===== config.mk =====
export PLATFORM = sky130hd
export DESIGN_NAME = wb_sram_slave_ctrl
export DESIGN_NICKNAME = d
export VERILOG_FILES = /design/src/rtl/wb_sram_slave_ctrl.sv
export SDC_FILE = /design/constraint.sdc
export NUM_CORES = 1
export LEC_CHECK = 0
export CAP_MARGIN = 15
export CORE_MARGIN = 8
export CORE_UTILIZATION = 35
export DETAILED_ROUTE_END_ITERATION = 6
export PLACE_DENSITY = 0.76
export SYNTH_ARGS = -nofsm -noshare
export SYNTH_HDL_FRONTEND = slang
export SYNTH_SLANG_ARGS = --single-unit

===== constraint.sdc =====
create_clock -name CLK_I -period 3.2 [get_ports CLK_I]
set_clock_uncertainty 0.05 [all_clocks]
set_input_delay 0.64 -clock CLK_I [delete_from_list [all_inputs] [get_ports CLK_I]]
set_output_delay 0.64 -clock CLK_I [all_outputs]
set_load 0.02 [all_outputs]

===== src/rtl/wb_sram_slave_ctrl.sv =====
// Wishbone classic slave bridging one bus transfer onto the SRAM access/finish handshake.
// Define WB_SLV_TIMEOUT_EN to add a watchdog that error-terminates an SRAM access after TIMEOUT_CYC cycles.
module wb_sram_slave_ctrl #(
    parameter int                DATA_W      = 32,
    parameter int                ADDR_W      = 32,
    parameter int                SRAM_AW     = 16,
    parameter logic [ADDR_W-1:0] BASE_ADDR   = '0,
    parameter int                TIMEOUT_CYC = 255
) (
    input  logic                CLK_I,
    input  logic                RST_I,
    input  logic [ADDR_W-1:0]   ADR_O,
    input  logic [DATA_W-1:0]   DAT_O,
    input  logic [DATA_W/8-1:0] SEL_O,
    input  logic                WE_O,
    input  logic                STB_O,
    input  logic                CYC_O,
    output logic [DATA_W-1:0]   DAT_I,
    output logic                ACK_I,
    output logic                ERR_I,
    output logic [SRAM_AW-1:0]  s_addr,
    output logic [DATA_W-1:0]   s_wdata,
    output logic [DATA_W/8-1:0] s_sel,
    output logic                s_we,
    output logic                s_access,
    input  logic [DATA_W-1:0]   s_rdata,
    input  logic                sram_wr_finish
);

    localparam int SW      = DATA_W / 8;
    localparam int AL      = $clog2(SW);
    localparam int WIN_LSB = SRAM_AW + AL;
    localparam logic [ADDR_W-1:0] WIN_MASK = {ADDR_W{1'b1}} << WIN_LSB;

    if ((DATA_W % 8) != 0 || TIMEOUT_CYC < 2) begin : g_bad_params
        $error("wb_sram_slave_ctrl: DATA_W must be a multiple of 8 and TIMEOUT_CYC at least 2");
    end

    typedef enum logic [1:0] {
        ST_IDLE,
        ST_ACCESS,
        ST_RESP
    } state_t;

    state_t              r_state;
    logic [DATA_W-1:0]   r_dat;
    logic                r_ack;
    logic                r_err;
    logic [SRAM_AW-1:0]  r_saddr;
    logic [DATA_W-1:0]   r_swdata;
    logic [SW-1:0]       r_ssel;
    logic                r_swe;
    logic                r_sacc;

    logic w_req;
    logic w_hit;
    logic w_expire;

    assign w_req = CYC_O & STB_O;
    assign w_hit = ((ADR_O & WIN_MASK) == BASE_ADDR);

`ifdef WB_SLV_TIMEOUT_EN
    localparam int TW = $clog2(TIMEOUT_CYC + 1);
    logic [TW-1:0] r_wdog;

    // Expiry is seen on the TIMEOUT_CYC-th ACCESS cycle that lacks a finish.
    assign w_expire = (r_wdog == TW'(TIMEOUT_CYC - 1));
`else
    assign w_expire = 1'b0;
`endif

    always_ff @(posedge CLK_I or posedge RST_I) begin
        if (RST_I) begin
            r_state  <= ST_IDLE;
            r_dat    <= '0;
            r_ack    <= 1'b0;
            r_err    <= 1'b0;
            r_saddr  <= '0;
            r_swdata <= '0;
            r_ssel   <= '0;
            r_swe    <= 1'b0;
            r_sacc   <= 1'b0;
`ifdef WB_SLV_TIMEOUT_EN
            r_wdog   <= '0;
`endif
        end else begin
            case (r_state)
                ST_IDLE: begin
                    r_ack <= 1'b0;
                    r_err <= 1'b0;
                    if (w_req) begin
                        if (w_hit) begin
                            r_saddr <= ADR_O[WIN_LSB-1:AL];
                            r_swe   <= WE_O;
                            r_ssel  <= SEL_O;
                            if (WE_O) begin
                                r_swdata <= DAT_O;
                            end
                            r_sacc  <= 1'b1;
`ifdef WB_SLV_TIMEOUT_EN
                            r_wdog  <= '0;
`endif
                            r_state <= ST_ACCESS;
                        end else begin
                            r_err   <= 1'b1;
                            r_state <= ST_RESP;
                        end
                    end
                end
                // Abort outranks a same-cycle finish, which outranks watchdog expiry.
                ST_ACCESS: begin
                    if (!CYC_O) begin
                        r_sacc  <= 1'b0;
                        r_swe   <= 1'b0;
                        r_state <= ST_IDLE;
                    end else if (sram_wr_finish) begin
                        r_sacc  <= 1'b0;
                        r_swe   <= 1'b0;
                        r_ack   <= 1'b1;
                        if (!r_swe) begin
                            r_dat <= s_rdata;
                        end
                        r_state <= ST_RESP;
                    end else if (w_expire) begin
                        r_sacc  <= 1'b0;
                        r_swe   <= 1'b0;
                        r_err   <= 1'b1;
                        r_state <= ST_RESP;
                    end else begin
`ifdef WB_SLV_TIMEOUT_EN
                        r_wdog  <= r_wdog + 1'b1;
`endif
                    end
                end
                // STB_O is deliberately ignored here so the terminated request is not replayed.
                ST_RESP: begin
                    r_ack   <= 1'b0;
                    r_err   <= 1'b0;
                    r_state <= ST_IDLE;
                end
                default: begin
                    r_state <= ST_IDLE;
                end
            endcase
        end
    end

    assign DAT_I    = r_dat;
    assign ACK_I    = r_ack;
    assign ERR_I    = r_err;
    assign s_addr   = r_saddr;
    assign s_wdata  = r_swdata;
    assign s_sel    = r_ssel;
    assign s_we     = r_swe;
    assign s_access = r_sacc;

endmodule


==> results by group <==
Run status
  • Status: finished, final reports clean

Clock network
  • Post-CTS sizing: 0
  • Worst-path clk slew: roughly 0.080 ns
  • CTS sink cnt: 90
  • Bufs on Longest Clock Path: 2
  • CTS Buf Count: 9
  • CTS tree: done
  • Post-CTS setup buffer count: 0
  • Hold_buf cts: 0
  • Root buffer cell: clkbuf_8
  • H-tree Lvls: 3
  • Worst-skew pair later-pin latency: 0.34 ns

Routing
  • Vias per cell: 4.49
  • Detailed Route WL: ~9500 µm
  • DRT Pass-1 Iters: 4
  • Via count: between 2,000 and 2,500
  • # DRC: 0
  • Avg WL per Cell: 17.2 µm
  • Initial DRC Count: 61
  • Final ANT Viol Nets: 0

Synth
  • Largest area contributor in the netlist: dfrtp_1
  • Synth Instances: 212
  • Syn Nets: 318
  • Syn Area/Cell: 17.0 µm²
  • Synth warn: 0
  • Post-synthesis compound-gate area fraction: 1.45%
  • Area contributors post-synth: dfrtp_1 (62%), mux2_4 (12%), mux2_2 (11%)
  • Main combinational cell family by area after synthesis: multiplexers
  • Post-synthesis sequential area ratio: 62.3%
  • Synthesis-stage register bit count: 90
  • Mapped cell area: about 3600 µm²
  • Mux cell area share after synthesis: 29.6%
  • Post-synthesis xor/xnor area fraction: 0%
  • Adder-cell share of the synthesized area: 0%
  • Yosys cell types: 26
  • Share of the synthesized area in the top cell type: 62.3%
  • Synth Area in Simple Gates: between 3 and 4%

Timing
  • Tmin final: between 2 and 2.5 ns
  • Max Freq: 439 MHz
  • Slew @ Worst Pin: approximately 0.67 ns
  • Worst setup margin: 0.923 ns
  • RSZ-0062 raised after global routing: false
  • Tcrit/Tclk final: 71.1%
  • Setup_tns: 0 ns
  • Max-slew violation count: 0
  • Final Hold Fails: 0
  • Slew margin rel.: 55.7%
  • Setup-failing EPs final: 0

Critical path
  • Crit path required time: 3.38 ns
  • Startpoint type of the worst setup path: input port
  • Crit path largest cell delay: 0.41 ns
  • Critical-path cell list: clkdlybuf4s50_1, nor4_2, and4_4, nand3_4, buf_4, mux2_4
  • WP buf/inv: 2
  • Worst Path Max Fanout: 32
  • Worst setup path category: input port to flop
  • Worst path arrival time: 2.46 ns
  • Slowest-stage cell, CP: clkdlybuf4s50_1
  • Crit path max-delay family: buffers and inverters
  • Crit path capture type: flop

Global route
  • Largest net degree at the start of global routing: 39
  • Grt ovf: 0
  • First-pass GRT wire length: 15,500 µm
  • GRT Total Usage: 14.0%
  • Number of global-route vias before repair: 2,876
  • Initial antenna violation count: 0

Floorplan
  • Initial Util: a little over a third
  • Die Wd: 118 µm
  • Core area: 10,200 µm²
  • Row count: 37
  • Die height: ~120 µm
  • Die Area: 13,800 µm²
  • Io pins: 194

Final layout
  • Commonest cells after routing, fill and taps aside: clkdlybuf4s50_1 (191), dfrtp_1 (90), mux2_2 (36), mux2_4 (30), mux2_1 (18)
  • Commonest non-fill, non-tap cell in the layout: clkdlybuf4s50_1
  • Layout cells sized above 1: a little under a quarter
  • Nets: 517
  • Antenna Cells: 0
  • Post-route cell area: about 5800 µm²
  • Area Growth Syn to Fin: 61.7%

Pwr
  • Static leakage: 2.77 nW
  • Pwr/cell area: 340 nW/µm²
  • Worst vdd ir: 0.175 mV
  • Total power: ~0.0020 W

Placed design
  • Routability cong.: ~0.7
  • Post-DP Area: 5670 µm²
  • HPWL Detailed: about 7500 µm
  • Number of port buffers: between 150 and 200
  • Setup WS pre-CTS: 0.540 ns

Run
  • Max_cap viols: 0

Hold path
  • Worst Hold Class: flop to flop
-- cell usage after synthesis --
| library cell | count |
|---|---|
| nor3_2 | 1 |
| buf_4 | 1 |
| dfrtp_1 | 90 |
| nor4_2 | 3 |
| mux2i_1 | 1 |
| mux2_4 | 30 |
| buf_6 | 5 |
| and4_4 | 1 |
| a221o_1 | 2 |
| a22o_1 | 1 |
| nand3_4 | 1 |
| inv_1 | 4 |
| mux2_2 | 36 |
| a41o_1 | 1 |
| nor3b_2 | 1 |
| nor2_1 | 2 |
| a21boi_0 | 1 |
| a31oi_1 | 1 |
| and2_1 | 1 |
| mux2_1 | 18 |
| nand4_1 | 1 |
| nor2b_1 | 2 |
| nand3_1 | 1 |
| and3_1 | 1 |
| nand2_1 | 2 |
| buf_2 | 4 |
-- cells by family (layout without fill, tap and decap cells) --
| family | after synthesis | after routing |
|---|---|---|
| compound gates | 6 | 6 |
| simple gates | 17 | 17 |
| mux | 85 | 85 |
| flops | 90 | 90 |
| buf+inv | 14 | 217 |
-- final timing paths --
| path | cells past startpoint | slack (ns) | to | startpoint |
|---|---|---|---|---|
| setup / recovery | 6 | 0.92 | s_wdata[0] | ADR_O[28] |
| hold / removal | 1 | 0.44 | s_addr[10] | s_addr[10] |
| setup reg to reg | 4 | 1.33 | s_wdata[0] | r_state[0] |
| hold reg to reg | 1 | 0.44 | s_addr[10] | s_addr[10] |
| max in group asynchronous | 3 | 1.65 | DAT_I[31] | RST_I |
| min in group asynchronous | 2 | 0.62 | s_wdata[15] | RST_I |
-- metal layers --
layer	vias to the layer above	track usage (%)	part of all wire, %	wire [µm]
met5	-	0	0	0
met4	0	4.48	1.3	125
met3	10	6.95	9.7	916
met2	113	22.9	49	4630
met1	1207	15.5	40	3810
li1	1143	-	-	-
-- flip-flops by register name (all words and copies together) (netlist names) --
signal and flops:
ACK_I 1, DAT_I 32, ERR_I 1, r_state 2, s_access 1, s_addr 16, s_sel 4, s_wdata 32
s_we 1
-- report_power, final --
part / internal [W] / switching (W) / total, W
logic: 0.000117 / 0.0000485 / 0.000166
registers: 0.00114 / 0.000000970 / 0.00114
clock network: 0.000317 / 0.000366 / 0.000683
-- through the flow --
step                cells  util (%)  hold slack [ns]
floorplan             212         -            0.553
global placement      536      55.7            0.417
detailed placement    536      55.7            0.426
CTS                   551      57.3            0.444
global route          551      57.3            0.469
finish                551      57.3            0.439
-- worst reg2reg max path, delay by kind of cell (launching register included) --
kind,cells,cell delay [ns]
muxes,1,0.39
buffers and inverters,1,0.31
DFF,1,0.49
and+or+nand+nor,2,0.51
-- layout make-up --
cell class / count / area (µm²)
inverter: 4 / 16.3
sequential: 90 / 2250
multi-input combinational: 108 / 1270
clock inverter: 3 / 15.0
tap: 136 / 170
clock buffer: 12 / 155
timing repair buffer: 198 / 1960
fill: 836 / 4340
(Power assumes the default switching activity.)
